### src/rtl/simd_loop_sequencer_if.sv
// Instruction, back-pressure and address-generator control bundle for simd_loop_sequencer.
// master = decoder/datapath side, slave = the sequencer itself.
interface simd_loop_sequencer_if #(
  parameter int OPCODE_BITS     = 4,
  parameter int FUNCTION_BITS   = 4,
  parameter int IMMEDIATE_WIDTH = 32,
  parameter int NUM_ITER_WIDTH  = 32
);
  logic                       instr_valid;
  logic                       instr_ready;
  logic [OPCODE_BITS-1:0]     opcode;
  logic [FUNCTION_BITS-1:0]   fn;
  logic [IMMEDIATE_WIDTH-1:0] immediate;
  logic                       stall;
  logic                       start_loop;
  logic                       in_single_loop;
  logic                       iter_valid;
  logic [NUM_ITER_WIDTH-1:0]  current_iterations;
  logic                       last_iter;
  logic                       loop_done;
  logic                       busy;

  modport master (
    output instr_valid, opcode, fn, immediate, stall,
    input  instr_ready, start_loop, in_single_loop, iter_valid,
           current_iterations, last_iter, loop_done, busy
  );

  modport slave (
    input  instr_valid, opcode, fn, immediate, stall,
    output instr_ready, start_loop, in_single_loop, iter_valid,
           current_iterations, last_iter, loop_done, busy
  );
endinterface

### src/rtl/simd_loop_sequencer.sv
// Single-loop sequencer: decodes SET_ITER/START, walks the iteration index under stall,
// drains the address pipeline, then pulses loop_done. SIMD_LOOP_SEQ_PERF_EN adds stall_count.
module simd_loop_sequencer #(
  parameter int                 OPCODE_BITS     = 4,
  parameter int                 FUNCTION_BITS   = 4,
  parameter int                 IMMEDIATE_WIDTH = 32,
  parameter int                 NUM_ITER_WIDTH  = 32,
  parameter int                 DRAIN_CYCLES    = 3,
  parameter logic [OPCODE_BITS-1:0]   LOOP_OPCODE = 4'b0111,
  parameter logic [FUNCTION_BITS-1:0] FN_SET_ITER = 4'b0010,
  parameter logic [FUNCTION_BITS-1:0] FN_START    = 4'b0011
) (
  input  logic clk,
  input  logic reset_n,
  simd_loop_sequencer_if.slave bus
`ifdef SIMD_LOOP_SEQ_PERF_EN
  ,
  output logic [31:0] stall_count
`endif
);

  localparam int DW = (DRAIN_CYCLES > 1) ? $clog2(DRAIN_CYCLES) : 1;
  localparam logic [DW-1:0] DRAIN_LAST = DW'(DRAIN_CYCLES - 1);

  typedef enum logic [1:0] {
    S_IDLE  = 2'd0,
    S_RUN   = 2'd1,
    S_DRAIN = 2'd2
  } state_t;

  state_t state_q, state_d;

  logic [NUM_ITER_WIDTH-1:0] iter_count_q;
  logic [NUM_ITER_WIDTH-1:0] cur_iter_q;
  logic [DW-1:0]             drain_cnt_q;
  logic                      start_loop_q;
  logic                      loop_done_q;

  logic accept;
  logic is_loop_op;
  logic is_set;
  logic is_start;
  logic start_go;
  logic start_empty;
  logic final_hit;
  logic drain_end;

  logic instr_ready_c;
  logic iter_valid_c;
  logic in_loop_c;
  logic busy_c;
  logic last_iter_c;

  // Upper immediate bits beyond the counter width are deliberately truncated.
  logic unused_imm;
  assign unused_imm = ^bus.immediate;

  assign accept      = bus.instr_valid && instr_ready_c;
  assign is_loop_op  = accept && (bus.opcode == LOOP_OPCODE);
  assign is_set      = is_loop_op && (bus.fn == FN_SET_ITER);
  assign is_start    = is_loop_op && (bus.fn == FN_START);
  assign start_go    = is_start && (iter_count_q != '0);
  assign start_empty = is_start && (iter_count_q == '0);
  assign final_hit   = (cur_iter_q == iter_count_q);
  assign drain_end   = (state_q == S_DRAIN) && (drain_cnt_q == DRAIN_LAST);

  // State register
  always_ff @(posedge clk or negedge reset_n) begin
    if (!reset_n) begin
      state_q <= S_IDLE;
    end else begin
      state_q <= state_d;
    end
  end

  // Next-state logic
  always_comb begin
    state_d = state_q;
    case (state_q)
      S_IDLE:  if (start_go) state_d = S_RUN;
      S_RUN:   if (iter_valid_c && final_hit) state_d = S_DRAIN;
      S_DRAIN: if (drain_end) state_d = S_IDLE;
      default: state_d = S_IDLE;
    endcase
  end

  // Output decode from state
  always_comb begin
    instr_ready_c = 1'b0;
    in_loop_c     = 1'b0;
    busy_c        = 1'b1;
    iter_valid_c  = 1'b0;
    case (state_q)
      S_IDLE: begin
        instr_ready_c = 1'b1;
        busy_c        = 1'b0;
      end
      S_RUN: begin
        in_loop_c    = 1'b1;
        iter_valid_c = !bus.stall;
      end
      S_DRAIN: begin
        in_loop_c = 1'b1;
      end
      default: begin
        instr_ready_c = 1'b0;
      end
    endcase
    last_iter_c = iter_valid_c && final_hit;
  end

  // Loop bookkeeping registers
  always_ff @(posedge clk or negedge reset_n) begin
    if (!reset_n) begin
      iter_count_q <= '0;
      cur_iter_q   <= '0;
      drain_cnt_q  <= '0;
      start_loop_q <= 1'b0;
      loop_done_q  <= 1'b0;
    end else begin
      start_loop_q <= start_go;
      loop_done_q  <= start_empty || drain_end;

      if (is_set) begin
        iter_count_q <= bus.immediate[NUM_ITER_WIDTH-1:0];
      end

      // Index stops at iter_count; a stalled cycle simply holds it.
      if (start_go) begin
        cur_iter_q <= NUM_ITER_WIDTH'(1);
      end else if (iter_valid_c && !final_hit) begin
        cur_iter_q <= cur_iter_q + NUM_ITER_WIDTH'(1);
      end

      if (state_q == S_DRAIN) begin
        drain_cnt_q <= drain_cnt_q + DW'(1);
      end else begin
        drain_cnt_q <= '0;
      end
    end
  end

`ifdef SIMD_LOOP_SEQ_PERF_EN
  // Stall counter: cleared by any accepted START, saturating, held after the loop.
  always_ff @(posedge clk or negedge reset_n) begin
    if (!reset_n) begin
      stall_count <= '0;
    end else if (is_start) begin
      stall_count <= '0;
    end else if ((state_q == S_RUN) && bus.stall && (stall_count != 32'hFFFF_FFFF)) begin
      stall_count <= stall_count + 32'd1;
    end
  end
`endif

  assign bus.instr_ready        = instr_ready_c;
  assign bus.start_loop         = start_loop_q;
  assign bus.in_single_loop     = in_loop_c;
  assign bus.iter_valid         = iter_valid_c;
  assign bus.current_iterations = cur_iter_q;
  assign bus.last_iter          = last_iter_c;
  assign bus.loop_done          = loop_done_q;
  assign bus.busy               = busy_c;

endmodule

### src/flat_wrapper.sv
// flat-port wrapper written by rule: the top's interface ports become plain ports
module simd_loop_sequencer_flat 
#(
  parameter int                 OPCODE_BITS     = 4,
  parameter int                 FUNCTION_BITS   = 4,
  parameter int                 IMMEDIATE_WIDTH = 32,
  parameter int                 NUM_ITER_WIDTH  = 32,
  parameter int                 DRAIN_CYCLES    = 3,
  parameter logic [OPCODE_BITS-1:0]   LOOP_OPCODE = 4'b0111,
  parameter logic [FUNCTION_BITS-1:0] FN_SET_ITER = 4'b0010,
  parameter logic [FUNCTION_BITS-1:0] FN_START    = 4'b0011
)
  (clk, reset_n, bus_instr_valid, bus_opcode, bus_fn, bus_immediate, bus_stall, bus_instr_ready, bus_start_loop, bus_in_single_loop, bus_iter_valid, bus_current_iterations, bus_last_iter, bus_loop_done, bus_busy);
  simd_loop_sequencer_if #(.OPCODE_BITS(OPCODE_BITS), .FUNCTION_BITS(FUNCTION_BITS), .IMMEDIATE_WIDTH(IMMEDIATE_WIDTH), .NUM_ITER_WIDTH(NUM_ITER_WIDTH)) bus_i ();
  input  logic clk;
  input  logic reset_n;
  input wire logic [$bits(bus_i.instr_valid)-1:0] bus_instr_valid;
  input wire logic [$bits(bus_i.opcode)-1:0] bus_opcode;
  input wire logic [$bits(bus_i.fn)-1:0] bus_fn;
  input wire logic [$bits(bus_i.immediate)-1:0] bus_immediate;
  input wire logic [$bits(bus_i.stall)-1:0] bus_stall;
  output wire logic [$bits(bus_i.instr_ready)-1:0] bus_instr_ready;
  output wire logic [$bits(bus_i.start_loop)-1:0] bus_start_loop;
  output wire logic [$bits(bus_i.in_single_loop)-1:0] bus_in_single_loop;
  output wire logic [$bits(bus_i.iter_valid)-1:0] bus_iter_valid;
  output wire logic [$bits(bus_i.current_iterations)-1:0] bus_current_iterations;
  output wire logic [$bits(bus_i.last_iter)-1:0] bus_last_iter;
  output wire logic [$bits(bus_i.loop_done)-1:0] bus_loop_done;
  output wire logic [$bits(bus_i.busy)-1:0] bus_busy;
  assign bus_i.instr_valid = bus_instr_valid;
  assign bus_i.opcode = bus_opcode;
  assign bus_i.fn = bus_fn;
  assign bus_i.immediate = bus_immediate;
  assign bus_i.stall = bus_stall;
  assign bus_instr_ready = bus_i.instr_ready;
  assign bus_start_loop = bus_i.start_loop;
  assign bus_in_single_loop = bus_i.in_single_loop;
  assign bus_iter_valid = bus_i.iter_valid;
  assign bus_current_iterations = bus_i.current_iterations;
  assign bus_last_iter = bus_i.last_iter;
  assign bus_loop_done = bus_i.loop_done;
  assign bus_busy = bus_i.busy;
  simd_loop_sequencer #(.OPCODE_BITS(OPCODE_BITS), .FUNCTION_BITS(FUNCTION_BITS), .IMMEDIATE_WIDTH(IMMEDIATE_WIDTH), .NUM_ITER_WIDTH(NUM_ITER_WIDTH), .DRAIN_CYCLES(DRAIN_CYCLES), .LOOP_OPCODE(LOOP_OPCODE), .FN_SET_ITER(FN_SET_ITER), .FN_START(FN_START)) u_core (.clk(clk), .reset_n(reset_n), .bus(bus_i));
endmodule
### config.mk
export PLATFORM = sky130hd
export DESIGN_NAME = simd_loop_sequencer_flat
export DESIGN_NICKNAME = d
export VERILOG_FILES = /design/src/rtl/simd_loop_sequencer_if.sv /design/src/rtl/simd_loop_sequencer.sv /design/src/flat_wrapper.sv
export SDC_FILE = /design/constraint.sdc
export NUM_CORES = 1
export LEC_CHECK = 0
export ABC_AREA = 0
export BUFFER_PORTS_ARGS = -buffer_cell sky130_fd_sc_hd__buf_2
export CAP_MARGIN = 0
export CELL_PAD_IN_SITES_DETAIL_PLACEMENT = 1
export CELL_PAD_IN_SITES_GLOBAL_PLACEMENT = 1
export CORE_UTILIZATION = 44
export CTS_BUF_LIST = sky130_fd_sc_hd__clkbuf_4
export DETAILED_ROUTE_END_ITERATION = 8
export PLACE_DENSITY_LB_ADDON = 0.1
export SLEW_MARGIN = 20
export SYNTH_ARGS = -nofsm -noshare
export SYNTH_HDL_FRONTEND = slang
export SYNTH_SLANG_ARGS = --single-unit
export TNS_END_PERCENT = 10
### constraint.sdc
create_clock -name clk -period 2.9 [get_ports clk]
set_input_delay 0.87 -clock clk [delete_from_list [all_inputs] [get_ports clk]]
set_output_delay 0.87 -clock clk [all_outputs]
set_load 0.05 [all_outputs]
==> results of run 1 <==
routing by layer:
layer | up-vias | global-route usage | share of wire
li1 | 1445 | - | -
met2 | 72 | 0.412 | 0.49
met4 | 0 | 0.0758 | 0.011
met5 | - | 0 | 0
met1 | 1540 | 0.361 | 0.47
met3 | 8 | 0.0370 | 0.037
critical path: stages, from the launching register on:
cell	delay [ns]
dfrtp_2	0.45
xnor2_2	0.21
nand4_1	0.13
nor4_2	0.36
and3_4	0.26
buf_8	0.14
cells by family (layout without fill, tap and decap cells):
group,Yosys count,after routing
and+or+nand+nor,139,139
DFF,70,70
muxes,55,55
xor gates and xnor gates,41,41
buffers and inverters,25,133
AOI/OAI and AO/OA,16,16
adders and majority gates,7,7
stage by stage:
| stage | instance area [um^2] | hold slack, ns | setup slack (ns) |
|---|---|---|---|
| floorplan | 3800 | 0.402 | 0.0731 |
| global placement | 4390 | 0.416 | 0.220 |
| detailed placement | 4390 | 0.422 | 0.152 |
| CTS | 4560 | 0.439 | 0.00331 |
| global route | 4680 | 0.448 | -0.0198 |
| finish | 4680 | 0.432 | 0.0529 |
state kept, by name, indices dropped and copies added (netlist names):
register,count
u_core.bus.current_iterations,32
u_core.iter_count_q,32
u_core.drain_cnt_q,2
u_core.state_q,2
u_core.bus.loop_done,1
u_core.bus.start_loop,1
what timing repair did:
item	in CTS	in global routing
buffers inserted	2	9
pin swaps	1	6
gates resized for setup	7	19
endpoints found under the setup margin	1	1
cells in the final DEF (no fill, tap or decap), types with 7 or more instances in the layout:
cell type	netlist	layout
dfrtp_2	0	16
nand2_1	34	34
xnor2_1	41	36
mux2_2	32	32
buf_2	4	81
nand2b_1	20	20
nand4_1	19	19
buf_4	1	24
nor4_1	10	8
ha_1	7	7
mux2i_1	21	21
nand3_1	14	14
inv_1	10	10
nor2_1	14	13
dfrtp_1	70	54
clkbuf_4	0	10
and3_1	8	7
area by class of cell:
type                       instances  area (um^2)
fill                             940         3620
multi-input combinational        258         1990
sequential                        70         1770
timing repair buffer             107          621
tap                              105          131
clock buffer                      10         75.1
clock inverter                     5         51.3
inverter                          11         41.3
where the power goes:
part | internal, mW | switching [mW] | total [mW]
clock network | 0.262 | 0.349 | 0.611
logic | 0.301 | 0.545 | 0.846
registers | 1.05 | 0.0919 | 1.14
worst min path at each step:
stage                                startpoint                     to  slack [ns]
after floorplan           u_core.drain_cnt_q[0]  u_core.drain_cnt_q[0]        0.40
after global placement    u_core.drain_cnt_q[0]  u_core.drain_cnt_q[0]        0.42
after detailed placement  u_core.drain_cnt_q[0]  u_core.drain_cnt_q[0]        0.42
after CTS                 u_core.drain_cnt_q[0]  u_core.drain_cnt_q[0]        0.44
after global routing      u_core.drain_cnt_q[0]  u_core.drain_cnt_q[0]        0.45
final                     u_core.drain_cnt_q[0]  u_core.drain_cnt_q[0]        0.43
==> impl_metrics.tcl, run 1 <==
set metrics [dict create \
    syn_avg_cell_area_um2 10.8 \
    r2r-end "u_core.state_q[0]" \
    clock-root-buffer "clkbuf_4" \
    synthCells 353 \
    clkTransAtPathRegs_ns 0.12 \
    grt_first_pass_wirelength_um 17000 \
    vias 3065 \
    grt_start_max_net_pins 43 \
    synth_xor_area_frac 0.0945 \
    ys_ff_latch 70 \
    cts_max_level 3 \
    min_period_over_period 0.982 \
    gp_congestion 0.820 \
    dieArea_um2 9010 \
    crit_path_end_kind "output pin" \
    ys_async_sr_fraction 1.00 \
    yosysSeqAreaShare 0.461 \
    final_nets 508 \
    period_needed_ns 2.85 \
    row_count 33 \
    firstDrtPassIters 4 \
    reg2regPathDepth 8 \
    drive_gt1_frac 0.397 \
    setup_viol 0 \
    drtAntennaViolNets 0 \
    die_h_um 94.9 \
    grt_usage 0.258 \
    io_buffer_count 82 \
    core_um2 8300 \
    syn_area_um2 3800 \
    yosys-top-cells-area "dfrtp_1, mux2_2, xnor2_1" \
    crit_end "bus_last_iter" \
    finClkSkew_ns 0.0158 \
    startpoint "u_core.bus.current_iterations[26]" \
    cp_data_required_time_ns 2.03 \
    ys_types 39 \
    drt_wl_total_um 10700 \
    finalPower_mw 2.60 \
    hold_class "reg -> reg" \
    die_w_um 94.9 \
    crit_type "reg -> out" \
    synthTopCellsByCount "dfrtp_1, xnor2_1, nand2_1, mux2_2, mux2i_1" \
    worstHoldPathCells 1 \
    cts_made_buffers 9 \
    maxSlewViolCount 0 \
    synth-adder-area-share 0.0230 \
    start_util 0.458 \
    drc 0 \
    final_hold_viol_count 0 \
    synth-compound-area-share 0.0316 \
    synth_ff_type "dfrtp_1" \
    clk_latency_ns 0.41 \
    tritoncts "built" \
    final_cells 566 \
    ios 83 \
    synth_area_leader_cell "dfrtp_1" \
    synth_top_area_frac 0.461 \
    synth_fp_nets 404 \
    yosysMostFrequentCell "dfrtp_1" \
    synth_top_family_by_area "simple AND/OR/NAND/NOR gates" \
    routed_via_density 5.42 \
    cp_max_fo 2 \
    max_freq_mhz 351 \
    r2r_start "u_core.state_q[0]" \
    antenna_cells 0 \
    fin_tns_setup_ns 0 \
    drt_iter0_drc 94 \
    clock_path_buffers 2 \
    tightest_slew_ns 0.722 \
    route.detailed.wl_per_inst_um 19.0 \
    crit_arrival_ns 1.98 \
    r2r_setup_slack_ns 0.38 \
    worstSetupStartpointType "flip-flop" \
    p_per_area_nw_per_um2 556 \
    synth-edff-count 0 \
    ys_warn_count 0 \
    total_leakage_power_nw 2.43 \
    gr-total-overflow 0 \
    rsz0062_at_grt "true" \
    yosys.area_share.simple 0.201 \
    max_slew_margin 0.518 \
    status "completed" \
    ctsHoldBuffers 0 \
    vdd_drop_max_v 0.000282 \
    muxShareOfSynthArea 0.156 \
    area_growth_pct 23.2 \
    clock-sinks 70 \
    final_core_util 0.564 \
    grt_pass1_vias 3035 \
    antenna_found_initial 0 \
    hpwl_um 8210 \
    max_cap_viol_count 0 \
    dpl.cell_count 540 \
]
(Power assumes the default switching activity.)
==> run 2, diff against run 1 <==
--- a/config.mk
+++ b/config.mk
@@ -14,6 +14,7 @@
 export CTS_BUF_LIST = sky130_fd_sc_hd__clkbuf_4
 export DETAILED_ROUTE_END_ITERATION = 8
 export PLACE_DENSITY_LB_ADDON = 0.1
+export SETUP_SLACK_MARGIN = 0.15
 export SLEW_MARGIN = 20
 export SYNTH_ARGS = -nofsm -noshare
 export SYNTH_HDL_FRONTEND = slang
==> run 2 against run 1 <==
  * Sequential power is essentially flat
  * Non-clock buffer count shrank 9
  * Critical endpoint unchanged
  * Core utilization shrank 1.0 points
  * Count of clock-buffer cells in the layout grew 2
  * First-iteration DRC count grew 8.5%
  * Setup slack gained 0.013 ns
  * Cell count shrank 1.6%
  * Critical path depth is the same
  * Clock power shrank 13%
  * Highest routed layer unchanged
  * Combinational power is essentially flat
  * Routed wire length shrank 2.5%
  * Critical path type unchanged
==> impl_metrics.tcl, run 2 (synthesized netlist as in run 1, its figures left out) <==
set metrics [dict create \
    min_period_over_period 0.977 \
    p_clk_frac 0.210 \
    r2r-end "u_core.state_q[0]" \
    cts_made_buffers 9 \
    drive_gt1_frac 0.400 \
    routed_via_density 5.48 \
    drt_iter0_drc 102 \
    cpLargestDelayFamily "simple AND/OR/NAND/NOR gates" \
    r2r_setup_slack_ns 0.35 \
    path_buf_inv 1 \
    fillers 955 \
    vias 3052 \
    drtAntennaViolNets 0 \
    tightest_slew_ns 0.555 \
    ios 83 \
    firstDrtPassIters 4 \
    internal_power_mw 1.55 \
    hold_class "in -> async" \
    die_h_um 94.9 \
    rsz0062_at_grt "true" \
    dieArea_um2 9010 \
    worstSetupStartpointType "flip-flop" \
    cts_max_level 3 \
    die_w_um 94.9 \
    cp.depth 5 \
    route.detailed.wl_per_inst_um 18.8 \
    fin_tns_setup_ns 0 \
    gr-total-overflow 0 \
    drc 0 \
    swShare 0.387 \
    total_leakage_power_nw 2.36 \
    max_freq_mhz 353 \
    crit_path_top_delay_cell "dfrtp_2" \
    crit_end "bus_last_iter" \
    clock-sinks 70 \
    finClkSkew_ns 0.0316 \
    drt_wl_total_um 10500 \
    grt_start_max_net_pins 50 \
    grt_pass1_vias 3216 \
    crit_path_end_kind "output pin" \
    setup_viol 0 \
    p_sw_mw 0.978 \
    p_comb_frac 0.334 \
    most-common-layout-cells "buf_2, dfrtp_1, xnor2_1, nand2_1, mux2_2" \
    p_per_area_nw_per_um2 550 \
    area_growth_pct 21.0 \
    cp_max_fo 6 \
    start_util 0.458 \
    seq_power_share 0.456 \
    dpl.cell_count 537 \
    clk_latency_ns 0.43 \
    multiInputGateArea_um2 1990 \
    antenna_found_initial 0 \
    status "completed" \
    clock_path_buffers 2 \
    final_cells 557 \
    gp_congestion 0.792 \
    clkTransAtPathRegs_ns 0.13 \
    final_nets 499 \
    io_buffer_count 82 \
    startpoint "u_core.bus.current_iterations[26]" \
    reg2regPathDepth 8 \
    vdd_drop_max_v 0.000317 \
    hpwl_um 7990 \
    crit_arrival_ns 1.96 \
    seqCellArea_um2 1780 \
    grt_usage 0.255 \
    crit_chain "xnor2_2, nand4_1, nor4_2, and3_4, buf_6" \
    r2r_start "u_core.state_q[0]" \
    crit_type "reg -> out" \
    period_needed_ns 2.83 \
    maxSlewViolCount 0 \
    grt_first_pass_wirelength_um 16800 \
    row_count 33 \
    core_um2 8300 \
    max_stage_delay_ns 0.47 \
    mostFrequentLayoutCell "buf_2" \
    max_slew_margin 0.630 \
    antenna_cells 0 \
    max_cap_viol_count 0 \
    clock-root-buffer "clkbuf_4" \
    cp_data_required_time_ns 2.03 \
    tritoncts "built" \
    final_hold_viol_count 0 \
]
-- run 2: area by class of cell --
| type | instances | area share |
|---|---|---|
| Sequential cell | 70 | 0.387 |
| Tap cell | 105 | 0.0286 |
| Clock buffer | 12 | 0.0196 |
| Inverter | 11 | 0.00898 |
| Timing Repair Buffer | 98 | 0.119 |
| Multi-Input combinational cell | 258 | 0.433 |
| Clock inverter | 3 | 0.00299 |
-- run 2: repair_timing --
item,in CTS,in global routing
hold buffers,0,0
pin swaps,1,0
endpoints found under the hold margin,0,0
resized for setup,11,2
endpoints found under the setup margin,1,1
buffers inserted,5,0
-- run 2: layer usage --
layer / GRT usage / vias to the layer above / part of all wire
li1: - / 1428 / -
met1: 0.342 / 1523 / 0.45
met2: 0.409 / 84 / 0.49
met3: 0.0435 / 17 / 0.041
met4: 0.105 / 0 / 0.019
met5: 0 / - / 0
-- run 2: worst min-delay path by stage --
stage	from	endpoint	slack [ns]	depth (start not counted)
6_report	reset_n	u_core.bus.current_iterations[22]	0.41	1
4_1_cts	reset_n	u_core.bus.current_iterations[31]	0.42	1
5_1_grt	reset_n	u_core.bus.current_iterations[23]	0.42	1
3_5_place_dp	u_core.drain_cnt_q[0]	u_core.drain_cnt_q[0]	0.44	1
2_1_floorplan	u_core.drain_cnt_q[0]	u_core.drain_cnt_q[0]	0.40	1
3_3_place_gp	u_core.drain_cnt_q[0]	u_core.drain_cnt_q[0]	0.42	1
-- run 2: power by group through the flow --
stage	clock network, mW	registers (mW)	logic, mW
after floorplan	0	1.25	0.490
after global placement	0	1.17	0.791
after detailed placement	0	1.18	0.814
after CTS	0.542	1.15	0.849
after global routing	0.593	1.17	0.911
final	0.532	1.15	0.846
-- run 2: through the flow --
stage           util  hold slack, ns  power, mW  setup slack [ns]  cell area [um^2]
6_report       0.554           0.410       2.53            0.0660              4600
3_3_place_gp   0.529           0.416       1.96             0.216              4390
5_1_grt        0.554           0.417       2.67           -0.0257              4600
2_1_floorplan      -           0.402       1.74             0.155              3830
3_5_place_dp   0.529           0.435       2.00             0.150              4390
4_1_cts        0.552           0.421       2.54            0.0713              4580
==> run 3, diff against run 2 <==
--- a/config.mk
+++ b/config.mk
@@ -14,6 +14,7 @@
 export CTS_BUF_LIST = sky130_fd_sc_hd__clkbuf_4
 export DETAILED_ROUTE_END_ITERATION = 8
 export PLACE_DENSITY_LB_ADDON = 0.1
+export RECOVER_POWER = 25
 export SETUP_SLACK_MARGIN = 0.15
 export SLEW_MARGIN = 20
 export SYNTH_ARGS = -nofsm -noshare
==> run 3 against run 2 <==
  * Total power is essentially flat
  * Highest routed layer unchanged
  * Via count did not move
  * Design area about the same
  * Core utilization is essentially flat
  * Largest power group unchanged
  * Sequential cell count unchanged
  * Die area unchanged
  * Largest cell class unchanged
  * Count of clock-buffer cells in the layout did not move
  * Critical endpoint unchanged
  * First-iteration DRC count stayed put
  * Combinational power hardly changed
  * Setup slack unchanged
  * Critical path type unchanged
  * Global-route usage unchanged
  * Routed wire length barely moved
==> impl_metrics.tcl, run 3 (synthesized netlist as in run 1, its figures left out) <==
set metrics [dict create \
    status "completed" \
    tritoncts "built" \
    max_slew_margin 0.113 \
    clkTransAtPathRegs_ns 0.11 \
    grt_pass1_vias 3216 \
    mostFrequentLayoutCell "buf_2" \
    period_needed_ns 2.83 \
    crit_arrival_ns 1.96 \
    antenna_cells 0 \
    most-common-layout-cells "buf_2, dfrtp_1, xnor2_1, nand2_1, mux2_2" \
    min_period_over_period 0.977 \
    firstDrtPassIters 4 \
    pre_cts_slack_ns 0.150 \
    cts_made_buffers 9 \
    die_h_um 94.9 \
    p_per_area_nw_per_um2 550 \
    clock-root-buffer "clkbuf_4" \
    grt_usage 0.255 \
    io_buffer_count 82 \
    setup_slack_ns 0.0660 \
    antenna_found_initial 0 \
    routed_via_density 5.48 \
    gp_congestion 0.792 \
    die_w_um 94.9 \
    row_count 33 \
    maxSlewViolCount 0 \
    drt_iter0_drc 102 \
    route.detailed.wl_per_inst_um 18.8 \
    crit_path_end_kind "output pin" \
    start_util 0.458 \
    grt_first_pass_wirelength_um 16800 \
    crit_chain "xnor2_2, nand4_1, nor4_2, and3_4, buf_6" \
    fin_tns_setup_ns 0 \
    r2r_setup_slack_ns 0.35 \
    path_buf_inv 1 \
    ios 83 \
    final_nets 499 \
    crit_type "reg -> out" \
    final_hold_viol_count 0 \
    cts_max_level 3 \
    worstSetupStartpointType "flip-flop" \
    drtAntennaViolNets 0 \
    cpLargestDelayFamily "simple AND/OR/NAND/NOR gates" \
    vias 3052 \
    max_freq_mhz 353 \
    setup_viol 0 \
    max_stage_delay_ns 0.47 \
    cp_max_fo 6 \
    hpwl_um 7990 \
    vdd_drop_max_v 0.000317 \
    clock_path_buffers 2 \
    area_growth_pct 20.9 \
    rsz0062_at_grt "true" \
    clk_latency_ns 0.43 \
    core_um2 8300 \
    finalPower_mw 2.53 \
    dieArea_um2 9010 \
    crit_path_top_delay_cell "dfrtp_2" \
    grt_start_max_net_pins 50 \
    cp_data_required_time_ns 2.03 \
    tightest_slew_ns 1.33 \
    drive_gt1_frac 0.398 \
    total_leakage_power_nw 2.35 \
    drc 0 \
    clock-sinks 70 \
    finClkSkew_ns 0.0316 \
    drt_wl_total_um 10500 \
    gr-total-overflow 0 \
    hold_class "reg -> reg" \
    max_cap_viol_count 0 \
]
run 3: changes by cell type in the layout (fill, tap and decap cells not counted), sizes merged:
cell | before | now
buf | 98 | 97
clkbuf | 12 | 13
run 3: timing repair:
item,CTS,global route
endpoints found under the setup margin,1,1
setup buffers,5,0
hold buffers,0,0
gates resized for setup,11,2
pin swaps,1,0
run 3: layer usage:
layer | track usage | vias up | routed length (um)
met5 | 0 | - | 0
met4 | 0.105 | 0 | 204
met3 | 0.0435 | 17 | 426
met2 | 0.409 | 84 | 5100
met1 | 0.342 | 1523 | 4750
li1 | - | 1428 | -
run 3: cell type report:
type                            count  area [um^2]
Fill cell                         953         3700
Multi-Input combinational cell    258         1990
Sequential cell                    70         1780
Timing Repair Buffer               98          548
Tap cell                          105          131
Clock buffer                       12         90.1
Inverter                           11         41.3
Clock inverter                      3         13.8
run 3: path summary, 6_finish.rpt:
path | startpoint | endpoint | depth (start not counted)
min in group asynchronous | reset_n | u_core.bus.current_iterations[22] | 1
worst min-delay path | u_core.drain_cnt_q[0] | u_core.drain_cnt_q[0] | 1
worst max register to register | u_core.state_q[0] | u_core.state_q[0] | 8
worst max-delay path | u_core.bus.current_iterations[26] | bus_last_iter | 5
max in group asynchronous | reset_n | u_core.bus.current_iterations[0] | 2
worst min register to register | u_core.drain_cnt_q[0] | u_core.drain_cnt_q[0] | 1
run 3: metrics by stage:
step | util | hold slack (ns) | cell area, um^2 | std cells
after global placement | 0.529 | 0.416 | 4390 | 537
final | 0.554 | 0.438 | 4600 | 557
after global routing | 0.554 | 0.468 | 4600 | 557
after CTS | 0.552 | 0.421 | 4580 | 557
after detailed placement | 0.529 | 0.435 | 4390 | 537
after floorplan | - | 0.402 | 3830 | 353
run 3: power by group:
| part | switching [mW] | internal, mW |
|---|---|---|
| clock network | 0.336 | 0.196 |
| registers | 0.0956 | 1.06 |
| logic | 0.547 | 0.299 |
| total | 0.978 | 1.55 |
run 3: worst reg2reg max path: stages, from the launching register on:
cell and delay (ns):
dfrtp_1 0.44, inv_1 0.12, ha_1 0.26, and4bb_1 0.21, nand3b_1 0.14, or3_1 0.39
nand2b_4 0.16, a221o_1 0.39, mux2_1 0.33
